<file path="src/rtl/mips_pkg.sv">
// Shared MIPS decode constants: opcodes, functs, ALU and ALU-B-source codes, control bundle.
package mips_pkg;

  localparam logic [5:0] OP_RTYPE = 6'h00;
  localparam logic [5:0] OP_J     = 6'h02;
  localparam logic [5:0] OP_BEQ   = 6'h04;
  localparam logic [5:0] OP_BNE   = 6'h05;
  localparam logic [5:0] OP_ADDI  = 6'h08;
  localparam logic [5:0] OP_ANDI  = 6'h0C;
  localparam logic [5:0] OP_ORI   = 6'h0D;
  localparam logic [5:0] OP_LW    = 6'h23;
  localparam logic [5:0] OP_SW    = 6'h2B;

  localparam logic [5:0] F_SLL = 6'h00;
  localparam logic [5:0] F_SRL = 6'h02;
  localparam logic [5:0] F_ADD = 6'h20;
  localparam logic [5:0] F_SUB = 6'h22;
  localparam logic [5:0] F_AND = 6'h24;
  localparam logic [5:0] F_OR  = 6'h25;
  localparam logic [5:0] F_SLT = 6'h2A;

  localparam logic [3:0] ALU_AND = 4'b0000;
  localparam logic [3:0] ALU_OR  = 4'b0001;
  localparam logic [3:0] ALU_ADD = 4'b0010;
  localparam logic [3:0] ALU_SLL = 4'b0011;
  localparam logic [3:0] ALU_SRL = 4'b0100;
  localparam logic [3:0] ALU_SUB = 4'b0110;
  localparam logic [3:0] ALU_SLT = 4'b0111;

  localparam logic [1:0] ALU_B_IMM   = 2'd0;
  localparam logic [1:0] ALU_B_RT    = 2'd1;
  localparam logic [1:0] ALU_B_SHAMT = 2'd2;

  typedef struct packed {
    logic [4:0]  rs;
    logic [4:0]  rt;
    logic [4:0]  wr_addr;
    logic        reg_write;
    logic        mem_to_reg;
    logic        mem_write;
    logic [1:0]  alu_b_src;
    logic [3:0]  alu_ctrl;
    logic [31:0] imm;
    logic [4:0]  shamt;
    logic        is_branch;
    logic        branch_ne;
    logic        is_jump;
    logic        illegal;
  } ctrl_t;

  localparam int CTRL_W = $bits(ctrl_t);

  function automatic logic [31:0] sext16(input logic [15:0] v);
    return {{16{v[15]}}, v};
  endfunction

endpackage

</file>
<file path="src/rtl/mips_decode_comb.sv">
// Pure combinational instruction -> control-bundle decoder, plus which source registers are read.
// Zero latency; no flow control of its own.
module mips_decode_comb
  import mips_pkg::*;
#(
  parameter int EXTENDED_OPS = 1
) (
  input  logic [31:0]       i_instr,
  output logic [CTRL_W-1:0] o_ctrl,
  output logic              o_reads_rs,
  output logic              o_reads_rt
);

  logic [5:0] w_op;
  logic [5:0] w_funct;
  logic       w_legal;
  logic       w_ext;
  ctrl_t      w_c;

  assign w_op    = i_instr[31:26];
  assign w_funct = i_instr[5:0];
  assign w_ext   = (EXTENDED_OPS != 0);

  always_comb begin
    w_c           = '0;
    w_legal       = 1'b1;
    w_c.rs        = i_instr[25:21];
    w_c.rt        = i_instr[20:16];
    w_c.shamt     = i_instr[10:6];
    w_c.wr_addr   = (w_op == OP_RTYPE) ? i_instr[15:11] : i_instr[20:16];
    w_c.imm       = sext16(i_instr[15:0]);
    w_c.alu_b_src = ALU_B_IMM;
    w_c.alu_ctrl  = ALU_ADD;

    case (w_op)
      OP_RTYPE: begin
        w_c.reg_write = 1'b1;
        w_c.alu_b_src = ALU_B_RT;
        case (w_funct)
          F_ADD: w_c.alu_ctrl = ALU_ADD;
          F_SUB: w_c.alu_ctrl = ALU_SUB;
          F_AND: w_c.alu_ctrl = ALU_AND;
          F_OR:  w_c.alu_ctrl = ALU_OR;
          F_SLT: begin
            w_c.alu_ctrl = ALU_SLT;
            w_legal      = w_ext;
          end
          F_SLL: begin
            w_c.alu_ctrl  = ALU_SLL;
            w_c.alu_b_src = ALU_B_SHAMT;
          end
          F_SRL: begin
            w_c.alu_ctrl  = ALU_SRL;
            w_c.alu_b_src = ALU_B_SHAMT;
            w_legal       = w_ext;
          end
          default: w_legal = 1'b0;
        endcase
      end
      OP_LW: begin
        w_c.reg_write  = 1'b1;
        w_c.mem_to_reg = 1'b1;
      end
      OP_SW:   w_c.mem_write = 1'b1;
      OP_ADDI: w_c.reg_write = 1'b1;
      OP_ANDI: begin
        w_c.reg_write = 1'b1;
        w_c.alu_ctrl  = ALU_AND;
        w_c.imm       = {16'h0000, i_instr[15:0]};
      end
      OP_ORI: begin
        w_c.reg_write = 1'b1;
        w_c.alu_ctrl  = ALU_OR;
        w_c.imm       = {16'h0000, i_instr[15:0]};
        w_legal       = w_ext;
      end
      OP_BEQ: begin
        w_c.alu_ctrl  = ALU_SUB;
        w_c.alu_b_src = ALU_B_RT;
        w_c.is_branch = 1'b1;
      end
      OP_BNE: begin
        w_c.alu_ctrl  = ALU_SUB;
        w_c.alu_b_src = ALU_B_RT;
        w_c.is_branch = 1'b1;
        w_c.branch_ne = 1'b1;
        w_legal       = w_ext;
      end
      OP_J: begin
        w_c.is_jump = 1'b1;
        w_legal     = w_ext;
      end
      default: w_legal = 1'b0;
    endcase

    // Illegal instructions still flow down the pipe but must have no side effects.
    if (!w_legal) begin
      w_c.illegal    = 1'b1;
      w_c.reg_write  = 1'b0;
      w_c.mem_to_reg = 1'b0;
      w_c.mem_write  = 1'b0;
      w_c.is_branch  = 1'b0;
      w_c.branch_ne  = 1'b0;
      w_c.is_jump    = 1'b0;
    end
    if (w_c.wr_addr == 5'd0) begin
      w_c.reg_write = 1'b0;
    end
  end

  // Register-read usage follows the encoding format, independent of whether the op is enabled.
  assign o_reads_rs = (w_op != OP_J) &&
                      !((w_op == OP_RTYPE) && ((w_funct == F_SLL) || (w_funct == F_SRL)));
  assign o_reads_rt = (w_op == OP_RTYPE) || (w_op == OP_SW) ||
                      (w_op == OP_BEQ) || (w_op == OP_BNE);
  assign o_ctrl     = w_c;

endmodule

</file>
<file path="src/rtl/mips_decode_stage.sv">
// ID stage: decodes one instruction per cycle into a registered ID/EX bundle (1-cycle latency).
// Holds on !ex_ready, bubbles on load-use hazards, flush discards input and kills the bundle.
module mips_decode_stage
  import mips_pkg::*;
#(
  parameter int PC_WIDTH           = 32,
  parameter int EXTENDED_OPS       = 1,
  parameter int LOAD_USE_INTERLOCK = 1,
  parameter int CNT_WIDTH          = 16
) (
  input  logic                 i_clk,
  input  logic                 i_rst_n,
  input  logic                 i_if_valid,
  output logic                 o_if_ready,
  input  logic [31:0]          i_if_instr,
  input  logic [PC_WIDTH-1:0]  i_if_pc,
  input  logic                 i_flush,
  input  logic                 i_ex_ready,
  output logic                 o_ex_valid,
  output logic [PC_WIDTH-1:0]  o_ex_pc,
  output logic [4:0]           o_ex_rs,
  output logic [4:0]           o_ex_rt,
  output logic [4:0]           o_ex_wr_addr,
  output logic                 o_ex_reg_write,
  output logic                 o_ex_mem_to_reg,
  output logic                 o_ex_mem_write,
  output logic [1:0]           o_ex_alu_b_src,
  output logic [3:0]           o_ex_alu_ctrl,
  output logic [31:0]          o_ex_imm,
  output logic [4:0]           o_ex_shamt,
  output logic                 o_ex_is_branch,
  output logic                 o_ex_branch_ne,
  output logic                 o_ex_is_jump,
  output logic [PC_WIDTH-1:0]  o_ex_jump_target,
  output logic                 o_ex_illegal,
  output logic [CNT_WIDTH-1:0] o_stall_count
);

  localparam logic [CNT_WIDTH-1:0] CNT_ONE = 1;
  localparam logic [CNT_WIDTH-1:0] CNT_MAX = '1;

  logic [CTRL_W-1:0]   w_ctrl_bits;
  ctrl_t               w_ctrl;
  logic                w_reads_rs;
  logic                w_reads_rt;
  logic [PC_WIDTH-1:0] w_jump_target;
  logic                w_adv;
  logic                w_hazard;
  logic                w_src_match;

  logic                 r_valid;
  ctrl_t                r_ctrl;
  logic [PC_WIDTH-1:0]  r_pc;
  logic [PC_WIDTH-1:0]  r_jump_target;
  logic [CNT_WIDTH-1:0] r_stall_cnt;

  mips_decode_comb #(
    .EXTENDED_OPS(EXTENDED_OPS)
  ) u_decode (
    .i_instr    (i_if_instr),
    .o_ctrl     (w_ctrl_bits),
    .o_reads_rs (w_reads_rs),
    .o_reads_rt (w_reads_rt)
  );

  assign w_ctrl = ctrl_t'(w_ctrl_bits);

  generate
    if (PC_WIDTH > 28) begin : g_jt_region
      assign w_jump_target = {i_if_pc[PC_WIDTH-1:28], i_if_instr[25:0], 2'b00};
    end else begin : g_jt_flat
      assign w_jump_target = {i_if_instr[25:0], 2'b00};
    end
  endgenerate

  assign w_adv       = !r_valid || i_ex_ready;
  assign w_src_match = (w_reads_rs && (w_ctrl.rs == r_ctrl.wr_addr)) ||
                       (w_reads_rt && (w_ctrl.rt == r_ctrl.wr_addr));
  assign w_hazard    = (LOAD_USE_INTERLOCK != 0) && r_valid && r_ctrl.mem_to_reg &&
                       (r_ctrl.wr_addr != 5'd0) && i_if_valid && w_src_match;
  assign o_if_ready  = i_flush || (w_adv && !w_hazard);

  always_ff @(posedge i_clk or negedge i_rst_n) begin
    if (!i_rst_n) begin
      r_valid       <= 1'b0;
      r_ctrl        <= '0;
      r_pc          <= '0;
      r_jump_target <= '0;
      r_stall_cnt   <= '0;
    end else if (i_flush) begin
      r_valid <= 1'b0;
    end else if (w_adv) begin
      if (w_hazard) begin
        r_valid <= 1'b0;
        if (r_stall_cnt != CNT_MAX) begin
          r_stall_cnt <= r_stall_cnt + CNT_ONE;
        end
      end else if (i_if_valid) begin
        r_valid       <= 1'b1;
        r_ctrl        <= w_ctrl;
        r_pc          <= i_if_pc;
        r_jump_target <= w_jump_target;
      end else begin
        r_valid <= 1'b0;
      end
    end
  end

  assign o_ex_valid       = r_valid;
  assign o_ex_pc          = r_pc;
  assign o_ex_rs          = r_ctrl.rs;
  assign o_ex_rt          = r_ctrl.rt;
  assign o_ex_wr_addr     = r_ctrl.wr_addr;
  assign o_ex_reg_write   = r_ctrl.reg_write;
  assign o_ex_mem_to_reg  = r_ctrl.mem_to_reg;
  assign o_ex_mem_write   = r_ctrl.mem_write;
  assign o_ex_alu_b_src   = r_ctrl.alu_b_src;
  assign o_ex_alu_ctrl    = r_ctrl.alu_ctrl;
  assign o_ex_imm         = r_ctrl.imm;
  assign o_ex_shamt       = r_ctrl.shamt;
  assign o_ex_is_branch   = r_ctrl.is_branch;
  assign o_ex_branch_ne   = r_ctrl.branch_ne;
  assign o_ex_is_jump     = r_ctrl.is_jump;
  assign o_ex_jump_target = r_jump_target;
  assign o_ex_illegal     = r_ctrl.illegal;
  assign o_stall_count    = r_stall_cnt;

endmodule

</file>
<file path="config.mk">
export PLATFORM = sky130hd
export DESIGN_NAME = mips_decode_stage
export DESIGN_NICKNAME = d
export VERILOG_FILES = /design/src/rtl/mips_pkg.sv /design/src/rtl/mips_decode_comb.sv /design/src/rtl/mips_decode_stage.sv
export SDC_FILE = /design/constraint.sdc
export NUM_CORES = 1
export LEC_CHECK = 0
export BUFFER_PORTS_ARGS = -buffer_cell sky130_fd_sc_hd__buf_2
export CAP_MARGIN = 0
export CORE_ASPECT_RATIO = 2
export CORE_MARGIN = 5
export CORE_UTILIZATION = 30
export CTS_CLUSTER_DIAMETER = 200
export DETAILED_ROUTE_END_ITERATION = 7
export GPL_ROUTABILITY_DRIVEN = 0
export GPL_TIMING_DRIVEN = 0
export PLACE_DENSITY_LB_ADDON = 0.12
export SLEW_MARGIN = 20
export SYNTH_ARGS = -nofsm -noshare
export SYNTH_HDL_FRONTEND = slang
export SYNTH_SLANG_ARGS = --single-unit
export TNS_END_PERCENT = 20
</file>
<file path="constraint.sdc">
create_clock -name i_clk -period 2.25 [get_ports i_clk]
set_clock_uncertainty 0.1 [all_clocks]
set_input_delay 0.3375 -clock i_clk [delete_from_list [all_inputs] [get_ports i_clk]]
set_output_delay 0.3375 -clock i_clk [all_outputs]
set_load 0.01 [all_outputs]
</file>
# After elaboration in Yosys (flattened, before gate mapping)
# Cells that the tools add are included.
# word_totals
reg_bits,144
wordCells,92
out_inout_bits,147
input_bits,69
# op_classes
n_bitwise,2
add_sub_neg,1
n_eq_ne,18
reduce_logical,32
muxes,21
# op_table
op,count
$eq 6x6->1 const B,7
$mux 32,1
$eq 6x4->1 const B,3
$pmux 3 s6,1
$add 16x1->16 const B,1
$ne 16x16->1 const B,1
$eq 6x2->1 const B,2
$eq 6x3->1 const B,2
$logic_not 6->1,2
$mux 1,12
$pmux 3 s4,1
$eq 5x5->1,2
$logic_and 1x1->1,9
$reduce_and 4->1,2
$reduce_or 8->1,1
$logic_or 1x1->1,7
$reduce_or 7->1,1
$ne 6x2->1 const B,1
$reduce_or 2->1,3
$logic_not 5->1,1
$mux 5,1
$reduce_bool 5->1,1
$reduce_or 5->1,1
$mux 4,1
other kinds (7),10

# Longest topological paths before layout
# Gate-level depths: netlist of run 1.
# logic_depth
word_depth,11
depth_mapped,9
mapped_depth_nobuf,7

# Modules after synthesis
# Synthesis of run 1 repeated with hierarchy kept, for this count alone.
# unflattened
hier_cells,473
area_unflattened_um2,6546.3
# by_module_without_submodules
module,instances,cells_each,area_each_um2
mips_decode_stage,1,365,5785.5
mips_decode_comb,1,108,760.7

# Worst setup path after synthesis of run 1
# Ideal clock, no wire load.
# synth_timing
kind,input to register
startpoint,in i_if_instr[31]
endpoint,"reg r_pc[28], in the netlist o_ex_pc[28]"
setup_time_ps,127
path_buffers,3
path_slack_ps,189
t_arrival_ps,1833
stages,8
required_ps,2023
cell_sequence,buf_6 > or3_1 > o22ai_1 > nand4_1 > o211ai_2 > buf_12 > buf_8 > mux2_1
# synth_via
elab_chain_len,9
elab_cells_between_ends,17
# synth_rtl
item,line,text
"start, declared",mips_decode_stage.sv:15,"input logic [31:0] i_if_instr,"
$eq 6x6->1 / $logic_not 6->1 (equally long branches),"mips_decode_comb.sv:114, mips_decode_comb.sv:113",
$logic_or 1x1->1 / $logic_and 1x1->1 (equally long branches),"mips_decode_comb.sv:114, mips_decode_comb.sv:113",
$logic_or 1x1->1 / $logic_not 1->1 (equally long branches),"mips_decode_comb.sv:114, mips_decode_comb.sv:113",
$logic_or 1x1->1 / $logic_and 1x1->1 (equally long branches),"mips_decode_comb.sv:115, mips_decode_comb.sv:112",
$logic_and 1x1->1 (on tied branches),"mips_decode_stage.sv:78, mips_decode_stage.sv:77",
$logic_or 1x1->1 (*),mips_decode_stage.sv:77,assign w_src_match = (w_reads_rs && (w_ctrl.rs == r_ctrl.wr_addr)) ||
$logic_and 1x1->1 (*),mips_decode_stage.sv:80,(r_ctrl.wr_addr != 5'd0) && i_if_valid && w_src_match;
$not 1->1 (no source line) (*),n/a,
$reduce_and 4->1 (no source line) (*),n/a,
"end signal, assigned",mips_decode_stage.sv:101,r_pc <= i_if_pc;
"end, declared",mips_decode_stage.sv:53,logic [PC_WIDTH-1:0] r_pc;
# Every way passes the cells marked *; elsewhere a longest branch is shown, timed or not.
# A chain may end at the register's enable or synchronous reset.

# Final worst setup path of run 1
# layout_timing
startpoint,"reg r_ctrl, in the netlist o_ex_wr_addr[3]"
endpoint,"reg r_pc[8], in the netlist o_ex_pc[8]"
# layout_via
elab_chain_len,6
elab_cells_between_ends,11
# layout_rtl
item,line,text
"start, declared",mips_decode_stage.sv:52,ctrl_t r_ctrl;
"start signal, assigned",mips_decode_stage.sv:100,r_ctrl <= w_ctrl;
$eq 5x5->1 (tied with other cells),mips_decode_stage.sv:77,
$logic_and 1x1->1 (on tied branches),"mips_decode_stage.sv:77, mips_decode_stage.sv:78, mips_decode_stage.sv:79",
$logic_or 1x1->1 / $logic_and 1x1->1 (equally long branches),"mips_decode_stage.sv:77, mips_decode_stage.sv:80",
$logic_and 1x1->1 (*),mips_decode_stage.sv:80,
$not 1->1 (no source line) (*),n/a,
$reduce_and 4->1 (no source line) (*),n/a,
# Marks and branches as above.

==> impl_metrics.env, run 1 <==
export IMPL_outcome="finished, violations left"
export IMPL_violations="setup timing"
export IMPL_synth_cell_types=49
export IMPL_fill_cells=1566
export IMPL_drive_above_1_share_pct=58.1
export IMPL_final_core_util_pct=41.8
export IMPL_synth_compound_area_share_pct=5.16
export IMPL_critical_path_top_delay_family="simple AND/OR/NAND/NOR gates"
export IMPL_synthSimpleGateAreaFrac_pct=10.3
export IMPL_netlist_area_leader_share_pct=48.7
export IMPL_crit_required_ns=2.37
export IMPL_worstSetupPathType="reg2reg"
export IMPL_grt_pass1_vias=4074
export IMPL_critPathBufInv=3
export IMPL_regArea_um2=2330
export IMPL_slew_viol_final=0
export IMPL_largest_reg_flops=32
export IMPL_worst_pin_slew_ns=0.547
export IMPL_ioPinCount=216
export IMPL_clk_pin_slew_ns=0.07
export IMPL_async_flop_share_pct=100
export IMPL_synth_top_family_by_area="multiplexers"
export IMPL_start_kind="register"
export IMPL_seq_area_frac_synth_pct=48.7
export IMPL_cts_sinks=93
export IMPL_cts_tree="done"
export IMPL_worst_slack_ns=-0.120
export IMPL_syn_cell_area_um2=4780
export IMPL_maxCapViolCount=0
export IMPL_drc=0
export IMPL_relSlewSlack_pct=63.4
export IMPL_hold_slack_ns=0.106
export IMPL_power_density_nw_per_um2=775
export IMPL_grt_max_degree=51
export IMPL_overflow=0
export IMPL_synth_common_cells="93 x dfrtp_1, 57 x buf_4, 40 x mux2_4, 27 x nand2_1, 17 x xnor2_1"
export IMPL_fin_crit_sh_pct=105
export IMPL_ys_ff_latch=93
export IMPL_routedWlPerCell_um=16.8
export IMPL_path_common_cell="buf_12"
export IMPL_hp_class="in2reg"
export IMPL_instances_no_fill=830
export IMPL_cts_htree_levels=3
export IMPL_postRouteAntennaNets=0
export IMPL_cts_root_buf="clkbuf_16"
export IMPL_grt_first_pass_wirelength_um=21500
export IMPL_die_y_um=189
export IMPL_synth_edf_count=0
export IMPL_synth_fa_ha_area_share_pct=0.262
export IMPL_first_pass_iters=4
export IMPL_ir_drop_v=0.000408
export IMPL_vias=3776
export IMPL_die_area_um2=18700
export IMPL_synth_xor_area_share_pct=4.58
export IMPL_rows=65
export IMPL_final_nets=693
export IMPL_core_area_um2=15700
export IMPL_synthMuxAreaShare_pct=18.6
export IMPL_rsz0062_at_grt="true"
export IMPL_finalPower_uw=5090
export IMPL_hpwlAfterDp_um=11000
export IMPL_synth_area_top_cells="dfrtp_1 49%, mux2_4 13%, buf_4 9.0%, mux2_2 3.3%, xnor2_1 3.1%"
export IMPL_p_leak_uw=0.00344
export IMPL_max_clock_path_buffers=2
export IMPL_setup_violations=77
export IMPL_routed_via_density=4.55
export IMPL_yosys_warnings=0
export IMPL_placed_cells=805
export IMPL_yosysTopAreaCell="dfrtp_1"
export IMPL_clk_latency_ns=0.34
export IMPL_arrival_ns=2.49
export IMPL_cts_buffers=9
export IMPL_slowest_delay_ns=0.46
export IMPL_multiInputGateArea_um2=1900
export IMPL_antenna_found_initial=1
export IMPL_track_usage_pct=14.8
export IMPL_fmax_ghz=0.422
export IMPL_io_buffers=208
export IMPL_synth_main_ff_cell="dfrtp_1"
export IMPL_cp_cell_sequence="xor2_1 -> nor4_2 -> nand4_1 -> buf_4 -> o211ai_4 -> buf_12 -> buf_12 -> mux2_4"
export IMPL_totalWireLength_um=13900
export IMPL_synth_most_common_cell="dfrtp_1"
export IMPL_initial_core_util_pct=30.5
export IMPL_crit_path_end_kind="register"
export IMPL_path_max_fanout=10
export IMPL_cp_slowest_cell="dfrtp_2"
export IMPL_finalHoldViolCount=0
export IMPL_die_w_um=99.3
export IMPL_period_minus_slack_ns=2.37
export IMPL_drtIter0Drc=110
export IMPL_avgSynthCellArea_um2=12.2
export IMPL_area_delta_synth_final_pct=37.4
export IMPL_syn_inst=393
-- report_power, final --
| group | switching [µW] | leakage, µW | internal (µW) | total, µW |
|---|---|---|---|---|
| logic | 605 | 0.00213 | 774 | 1380 |
| registers | 170 | 0.00115 | 1880 | 2050 |
| clock network | 646 | 0.000161 | 1010 | 1660 |
| total | 1420 | 0.00344 | 3670 | 5090 |
-- cell type report --
type / count / share of cell area (%)
timing repair buffer: 218 / 17.4
tap: 201 / 3.83
sequential: 93 / 35.5
inverter: 4 / 0.229
clock inverter: 2 / 0.572
multi-input combinational: 229 / 29.0
antenna: 1 / 0.0381
buffer: 68 / 8.94
clock buffer: 14 / 4.48
-- metal layers --
layer | up-vias | track usage [%] | wire [µm] | part of all wire, %
li1 | 1774 | - | - | -
met1 | 1873 | 14.9 | 4970 | 36
met2 | 119 | 28.2 | 7920 | 57
met3 | 10 | 3.63 | 833 | 6.0
met4 | 0 | 6.00 | 199 | 1.4
met5 | - | 0 | 0 | 0
-- logic make-up (layout without fill, tap and decap cells) --
kind of cell,count (synthesis),in the layout
simple gates,95,95
compound gates,39,39
other cells,1,4
buf+inv,73,306
flops,93,93
fa+ha+maj,1,1
xor+xnor,25,25
mux,66,66
-- per-stage QoR --
| step | cell area, µm² | worst slack (ns) | setup TNS (ns) |
|---|---|---|---|
| after floorplan | 4790 | 0.189 | 0 |
| after global placement | 6080 | -0.294 | -32.48 |
| after detailed placement | 6110 | -0.182 | -7.63 |
| after CTS | 6540 | -0.192 | -8.15 |
| after global routing | 6570 | -0.220 | -14.49 |
| final | 6570 | -0.120 | -6.65 |
-- cell usage in the layout (no fill, tap or decap), types with 9 or more instances in the layout --
cell type,n
nor2_1,13
buf_4,62
dfrtp_1,89
mux2_2,14
buf_2,208
clkbuf_16,9
mux2_4,41
nand2_1,27
xnor2_1,17
nand3_1,11
o21ai_0,16
-- repair_timing --
item / CTS / global route
gates cloned: 0 / 0
setup buffers: 7 / 1
setup endpoints to repair: 75 / 92
pin swaps: 4 / 3
resized for setup: 7 / 10
endpoints found under the hold margin: 43 / 0
hold buffers: 1 / 0
-- worst paths after layout --
kind / start / endpoint / slack (ns) / depth (start not counted)
setup / recovery: o_ex_wr_addr[3] / o_ex_pc[8] / -0.12 / 8
hold / removal: i_if_pc[28] / o_ex_pc[28] / 0.11 / 2
setup reg to reg: o_ex_wr_addr[3] / o_ex_pc[8] / -0.12 / 8
hold reg to reg: o_ex_branch_ne / o_ex_branch_ne / 0.38 / 2
max in group asynchronous: i_rst_n / o_ex_wr_addr[3] / 1.05 / 3
min in group asynchronous: i_rst_n / o_stall_count[8] / 0.38 / 2
Power figures use the tool's default switching activity.
==> run 2, diff against run 1 <==
--- a/config.mk
+++ b/config.mk
@@ -7,9 +7,11 @@
 export LEC_CHECK = 0
 export BUFFER_PORTS_ARGS = -buffer_cell sky130_fd_sc_hd__buf_2
 export CAP_MARGIN = 0
+export CELL_PAD_IN_SITES_DETAIL_PLACEMENT = 2
+export CELL_PAD_IN_SITES_GLOBAL_PLACEMENT = 2
 export CORE_ASPECT_RATIO = 2
 export CORE_MARGIN = 5
-export CORE_UTILIZATION = 30
+export CORE_UTILIZATION = 29
 export CTS_CLUSTER_DIAMETER = 200
 export DETAILED_ROUTE_END_ITERATION = 7
 export GPL_ROUTABILITY_DRIVEN = 0
==> impl_metrics.env, run 2 (synthesis results as in run 1) <==
export IMPL_outcome="finished, violations left"
export IMPL_violations="setup timing"
export IMPL_crit_path_end_kind="register"
export IMPL_finalHoldViolCount=0
export IMPL_grt_max_degree=58
export IMPL_core_area_um2=16300
export IMPL_routed_via_density=4.62
export IMPL_overflow=0
export IMPL_path_max_fanout=9
export IMPL_fin_tns_setup_ns=-2.81
export IMPL_rows=66
export IMPL_cts_root_buf="clkbuf_16"
export IMPL_max_clock_path_buffers=2
export IMPL_track_usage_pct=17.0
export IMPL_cp_cell_sequence="xor2_1 -> nor3_1 -> nand4_1 -> buf_4 -> o211ai_4 -> buf_12 -> clkbuf_16 -> mux2_4"
export IMPL_arrival_ns=2.45
export IMPL_postRouteAntennaNets=0
export IMPL_cts_tree="done"
export IMPL_drive_above_1_share_pct=59.5
export IMPL_largest_reg_flops=32
export IMPL_routedWlPerCell_um=19.9
export IMPL_n_antenna_cell=0
export IMPL_io_buffers=208
export IMPL_start_kind="register"
export IMPL_worstSetupPathType="reg2reg"
export IMPL_hpwlAfterDp_um=13100
export IMPL_cp_slowest_cell="dfrtp_2"
export IMPL_p_leak_uw=0.00356
export IMPL_area_delta_synth_final_pct=41.2
export IMPL_hp_class="in2reg"
export IMPL_drc=0
export IMPL_maxCapViolCount=0
export IMPL_slew_viol_final=0
export IMPL_period_minus_slack_ns=2.33
export IMPL_worst_slack_ns=-0.0757
export IMPL_setup_violations=50
export IMPL_power_density_nw_per_um2=775
export IMPL_crit_required_ns=2.38
export IMPL_die_w_um=101
export IMPL_ioPinCount=216
export IMPL_fill_cells=1810
export IMPL_fmax_ghz=0.430
export IMPL_vias=3885
export IMPL_initial_core_util_pct=29.4
export IMPL_final_common_cell="buf_2"
export IMPL_final_nets=702
export IMPL_multiInputGateArea_um2=1930
export IMPL_clk_latency_ns=0.35
export IMPL_totalWireLength_um=16800
export IMPL_first_pass_iters=4
export IMPL_grt_first_pass_wirelength_um=25100
export IMPL_regArea_um2=2330
export IMPL_cts_sinks=93
export IMPL_drtIter0Drc=53
export IMPL_worst_pin_slew_ns=0.521
export IMPL_grt_pass1_vias=4383
export IMPL_slowest_delay_ns=0.44
export IMPL_relSlewSlack_pct=65.3
export IMPL_die_area_um2=19300
export IMPL_die_y_um=192
export IMPL_clk_pin_slew_ns=0.07
export IMPL_fin_crit_sh_pct=103
export IMPL_cts_htree_levels=3
export IMPL_ir_drop_v=0.000345
export IMPL_cts_buffers=9
export IMPL_final_cell_mix="208 x buf_2, 89 x dfrtp_1, 66 x buf_4, 47 x mux2_4, 27 x nand2_1"
export IMPL_rsz0062_at_grt="true"
export IMPL_hold_slack_ns=0.123
export IMPL_antenna_found_initial=0
==> run 2: cell count changes in the layout (fill, tap and decap cells not counted), sizes merged <==
cell	previous run	this run
clkbuf	17	21
buf	282	286
bufinv	1	2
diode	1	0
==> run 2: final cells by class <==
type / count / share of cell area [%]
inverters: 4 / 0.223
clock buffers: 13 / 3.86
plain buffers: 68 / 8.66
multi-input cells: 229 / 28.6
flip-flops and latches: 93 / 34.6
well taps: 204 / 3.78
clock inverters: 3 / 1.00
repair buffers: 227 / 19.3
==> run 2: metal layers <==
layer | share of wire [%] | track usage (%) | up-vias
li1 | - | - | 1792
met1 | 34 | 17.3 | 1954
met2 | 60 | 33.9 | 122
met3 | 4.5 | 3.03 | 17
met4 | 1.5 | 4.93 | 0
met5 | 0 | 0 | -
==> run 2: power by group <==
| group | leakage [µW] | switching [µW] | internal, µW |
|---|---|---|---|
| sequential | 0.00115 | 174 | 1880 |
| combinational | 0.00226 | 661 | 818 |
| clock | 0.000156 | 656 | 1040 |
==> run 2: worst paths after layout <==
path,startpoint,endpoint,slack [ns],cells after the start
worst min register to register,o_ex_branch_ne,o_ex_branch_ne,0.38,2
worst min-delay path,i_if_pc[29],o_ex_pc[29],0.12,2
min in group asynchronous,i_rst_n,o_ex_imm[6],0.38,2
worst max register to register,o_ex_wr_addr[3],o_ex_pc[4],-0.08,8
max in group asynchronous,i_rst_n,o_ex_wr_addr[2],1.04,3
worst max-delay path,o_ex_wr_addr[3],o_ex_pc[4],-0.08,8
==> run 2: what timing repair did <==
action                                  4_1_cts  5_1_grt
endpoints found under the setup margin       70       92
buffers inserted                              7        5
cloned                                        0        5
hold buffers                                  1        0
gates resized for setup                       9       16
hold endpoints to repair                     36        0
pin swaps                                     6        3
==> run 2: metrics by stage <==
step,cell area [µm²],cells,worst slack [ns],total power [µW],utilization [%]
after floorplan,4790,395,0.189,2860,-
after global placement,6080,807,-0.318,3450,37.4
after detailed placement,6120,808,-0.137,3520,37.6
after CTS,6540,832,-0.140,5260,40.2
after global routing,6750,841,-0.186,5510,41.5
final,6750,841,-0.0757,5230,41.5
==> run 2: worst max-delay path: cells and delay by family (launching register included) <==
kind,cells,cell delay [ns]
XOR/XNOR,1,0.17
multiplexers,1,0.29
buffers and inverters,3,0.58
AO/OA/AOI/OAI,1,0.30
flip-flops,1,0.44
AND/OR/NAND/NOR,2,0.33
==> run 3, diff against run 2 <==
--- a/config.mk
+++ b/config.mk
@@ -6,7 +6,7 @@
 export NUM_CORES = 1
 export LEC_CHECK = 0
 export BUFFER_PORTS_ARGS = -buffer_cell sky130_fd_sc_hd__buf_2
-export CAP_MARGIN = 0
+export CAP_MARGIN = 20
 export CELL_PAD_IN_SITES_DETAIL_PLACEMENT = 2
 export CELL_PAD_IN_SITES_GLOBAL_PLACEMENT = 2
 export CORE_ASPECT_RATIO = 2
@@ -15,8 +15,7 @@
 export CTS_CLUSTER_DIAMETER = 200
 export DETAILED_ROUTE_END_ITERATION = 7
 export GPL_ROUTABILITY_DRIVEN = 0
-export GPL_TIMING_DRIVEN = 0
-export PLACE_DENSITY_LB_ADDON = 0.12
+export PLACE_DENSITY_LB_ADDON = 0.1
 export SLEW_MARGIN = 20
 export SYNTH_ARGS = -nofsm -noshare
 export SYNTH_HDL_FRONTEND = slang
==> impl_metrics.env, run 3 (synthesis results as in run 1) <==
export IMPL_rows=66
export IMPL_worst_slack_ns=-0.0509
export IMPL_grt_first_pass_wirelength_um=24300
export IMPL_maxCapViolCount=0
export IMPL_grt_max_degree=34
export IMPL_violations="setup timing"
export IMPL_relSlewSlack_pct=64.6
export IMPL_period_minus_slack_ns=2.30
export IMPL_multiInputGateArea_um2=1990
export IMPL_drtIter0Drc=49
export IMPL_finalPower_uw=4910
export IMPL_hp_class="in2reg"
export IMPL_crit_required_ns=1.81
export IMPL_die_w_um=101
export IMPL_ioPinCount=216
export IMPL_hpwlAfterDp_um=12500
export IMPL_cp_cell_sequence="xor2_2 -> nor4_2 -> nand4_1 -> buf_4 -> o21ai_4 -> o21bai_1 -> buf_2"
export IMPL_rsz0062_at_grt="true"
export IMPL_p_leak_uw=0.00349
export IMPL_largest_reg_flops=32
export IMPL_final_nets=674
export IMPL_area_delta_synth_final_pct=38.0
export IMPL_grt_pass1_vias=4327
export IMPL_setup_worst_path_start="o_ex_wr_addr[3]"
export IMPL_n_antenna_cell=0
export IMPL_final_common_cell="buf_2"
export IMPL_slowest_delay_ns=0.45
export IMPL_track_usage_pct=16.6
export IMPL_slew_viol_final=0
export IMPL_vias=3772
export IMPL_io_buffers=212
export IMPL_setup_violations=31
export IMPL_cp_slowest_cell="dfrtp_2"
export IMPL_finalHoldViolCount=0
export IMPL_clk_pin_slew_ns=0.07
export IMPL_first_pass_iters=4
export IMPL_placed_cells=781
export IMPL_die_area_um2=19300
export IMPL_fill_cells=1809
export IMPL_outcome="finished, violations left"
export IMPL_drive_above_1_share_pct=58.4
export IMPL_max_clock_path_buffers=2
export IMPL_drc=0
export IMPL_cts_htree_levels=3
export IMPL_final_cell_mix="211 x buf_2, 92 x dfrtp_1, 60 x mux2_4, 37 x buf_4, 24 x nand2_1"
export IMPL_cts_buffers=9
export IMPL_hold_slack_ns=0.118
export IMPL_clk_latency_ns=0.35
export IMPL_regArea_um2=2330
export IMPL_path_max_fanout=4
export IMPL_instances_no_fill=812
export IMPL_antenna_found_initial=0
export IMPL_routedWlPerCell_um=20.0
export IMPL_totalWireLength_um=16200
export IMPL_worst_pin_slew_ns=0.531
export IMPL_die_y_um=192
export IMPL_cts_tree="done"
export IMPL_power_density_nw_per_um2=744
export IMPL_reg2reg_from="o_ex_wr_addr[3]"
export IMPL_routed_via_density=4.65
export IMPL_cts_root_buf="clkbuf_16"
export IMPL_crit_path_end_kind="output port"
export IMPL_postRouteAntennaNets=0
export IMPL_reg2reg_slack_ns=-0.03
export IMPL_overflow=0
export IMPL_start_kind="register"
export IMPL_core_area_um2=16300
export IMPL_initial_core_util_pct=29.4
export IMPL_min_delay_start="i_if_pc[28]"
export IMPL_arrival_ns=1.86
export IMPL_place_ws_ns=-0.183
export IMPL_fin_crit_sh_pct=102
export IMPL_fmax_ghz=0.435
export IMPL_cts_sinks=93
export IMPL_ir_drop_v=0.000358
export IMPL_worstSetupPathType="reg2out"
-- run 3: report_power, final --
| part | internal, µW | switching (µW) |
|---|---|---|
| Combinational | 698 | 634 |
| Sequential | 1880 | 170 |
| Clock | 884 | 638 |
-- run 3: critical path, delay by kind of cell (launching register included) --
kind | cells | cell delay (ns)
XOR/XNOR | 1 | 0.16
AO/OA/AOI/OAI | 2 | 0.14
buffers and inverters | 2 | 0.31
flip-flops | 1 | 0.45
AND/OR/NAND/NOR | 2 | 0.46
-- run 3: area by class of cell --
type                       count  share of cell area [%]
clock inverter                 4                   0.740
multi-input combinational    229                    30.2
clock buffer                  11                    3.68
inverter                       4                   0.228
tap                          204                    3.87
sequential                    93                    35.3
timing repair buffer         267                    25.9
-- run 3: final timing paths --
kind / end / cells past startpoint
min: o_ex_pc[28] / 2
max: o_if_ready / 7
max reg2reg: o_ex_rs[3] / 9
max in group asynchronous: o_ex_rt[1] / 3
min in group asynchronous: o_ex_pc[8] / 2
min reg2reg: o_ex_branch_ne / 2
-- run 3: timing repair --
action                                  in CTS  in global routing
pin swaps                                    4                  5
gates resized for setup                      9                 35
gates cloned                                 3                  0
setup buffers                                5                  7
hold buffers                                 1                  0
hold endpoints to repair                    30                  0
endpoints found under the setup margin      73                 82
-- run 3: metrics by stage --
step	setup TNS (ns)	area [µm²]	utilization (%)
3_5_place_dp	-9.01	5910	36.3
4_1_cts	-1.67	6390	39.3
3_3_place_gp	-9.73	5910	36.3
2_1_floorplan	0	4790	-
6_report	-0.371	6600	40.5
5_1_grt	-6.14	6600	40.5
-- run 3: metal layers --
| metal | wire length, µm | track usage [%] | up-vias |
|---|---|---|---|
| met2 | 9460 | 31.9 | 116 |
| met3 | 749 | 2.89 | 16 |
| li1 | - | - | 1733 |
| met5 | 0 | 0 | - |
| met4 | 291 | 6.95 | 0 |
| met1 | 5720 | 16.9 | 1907 |
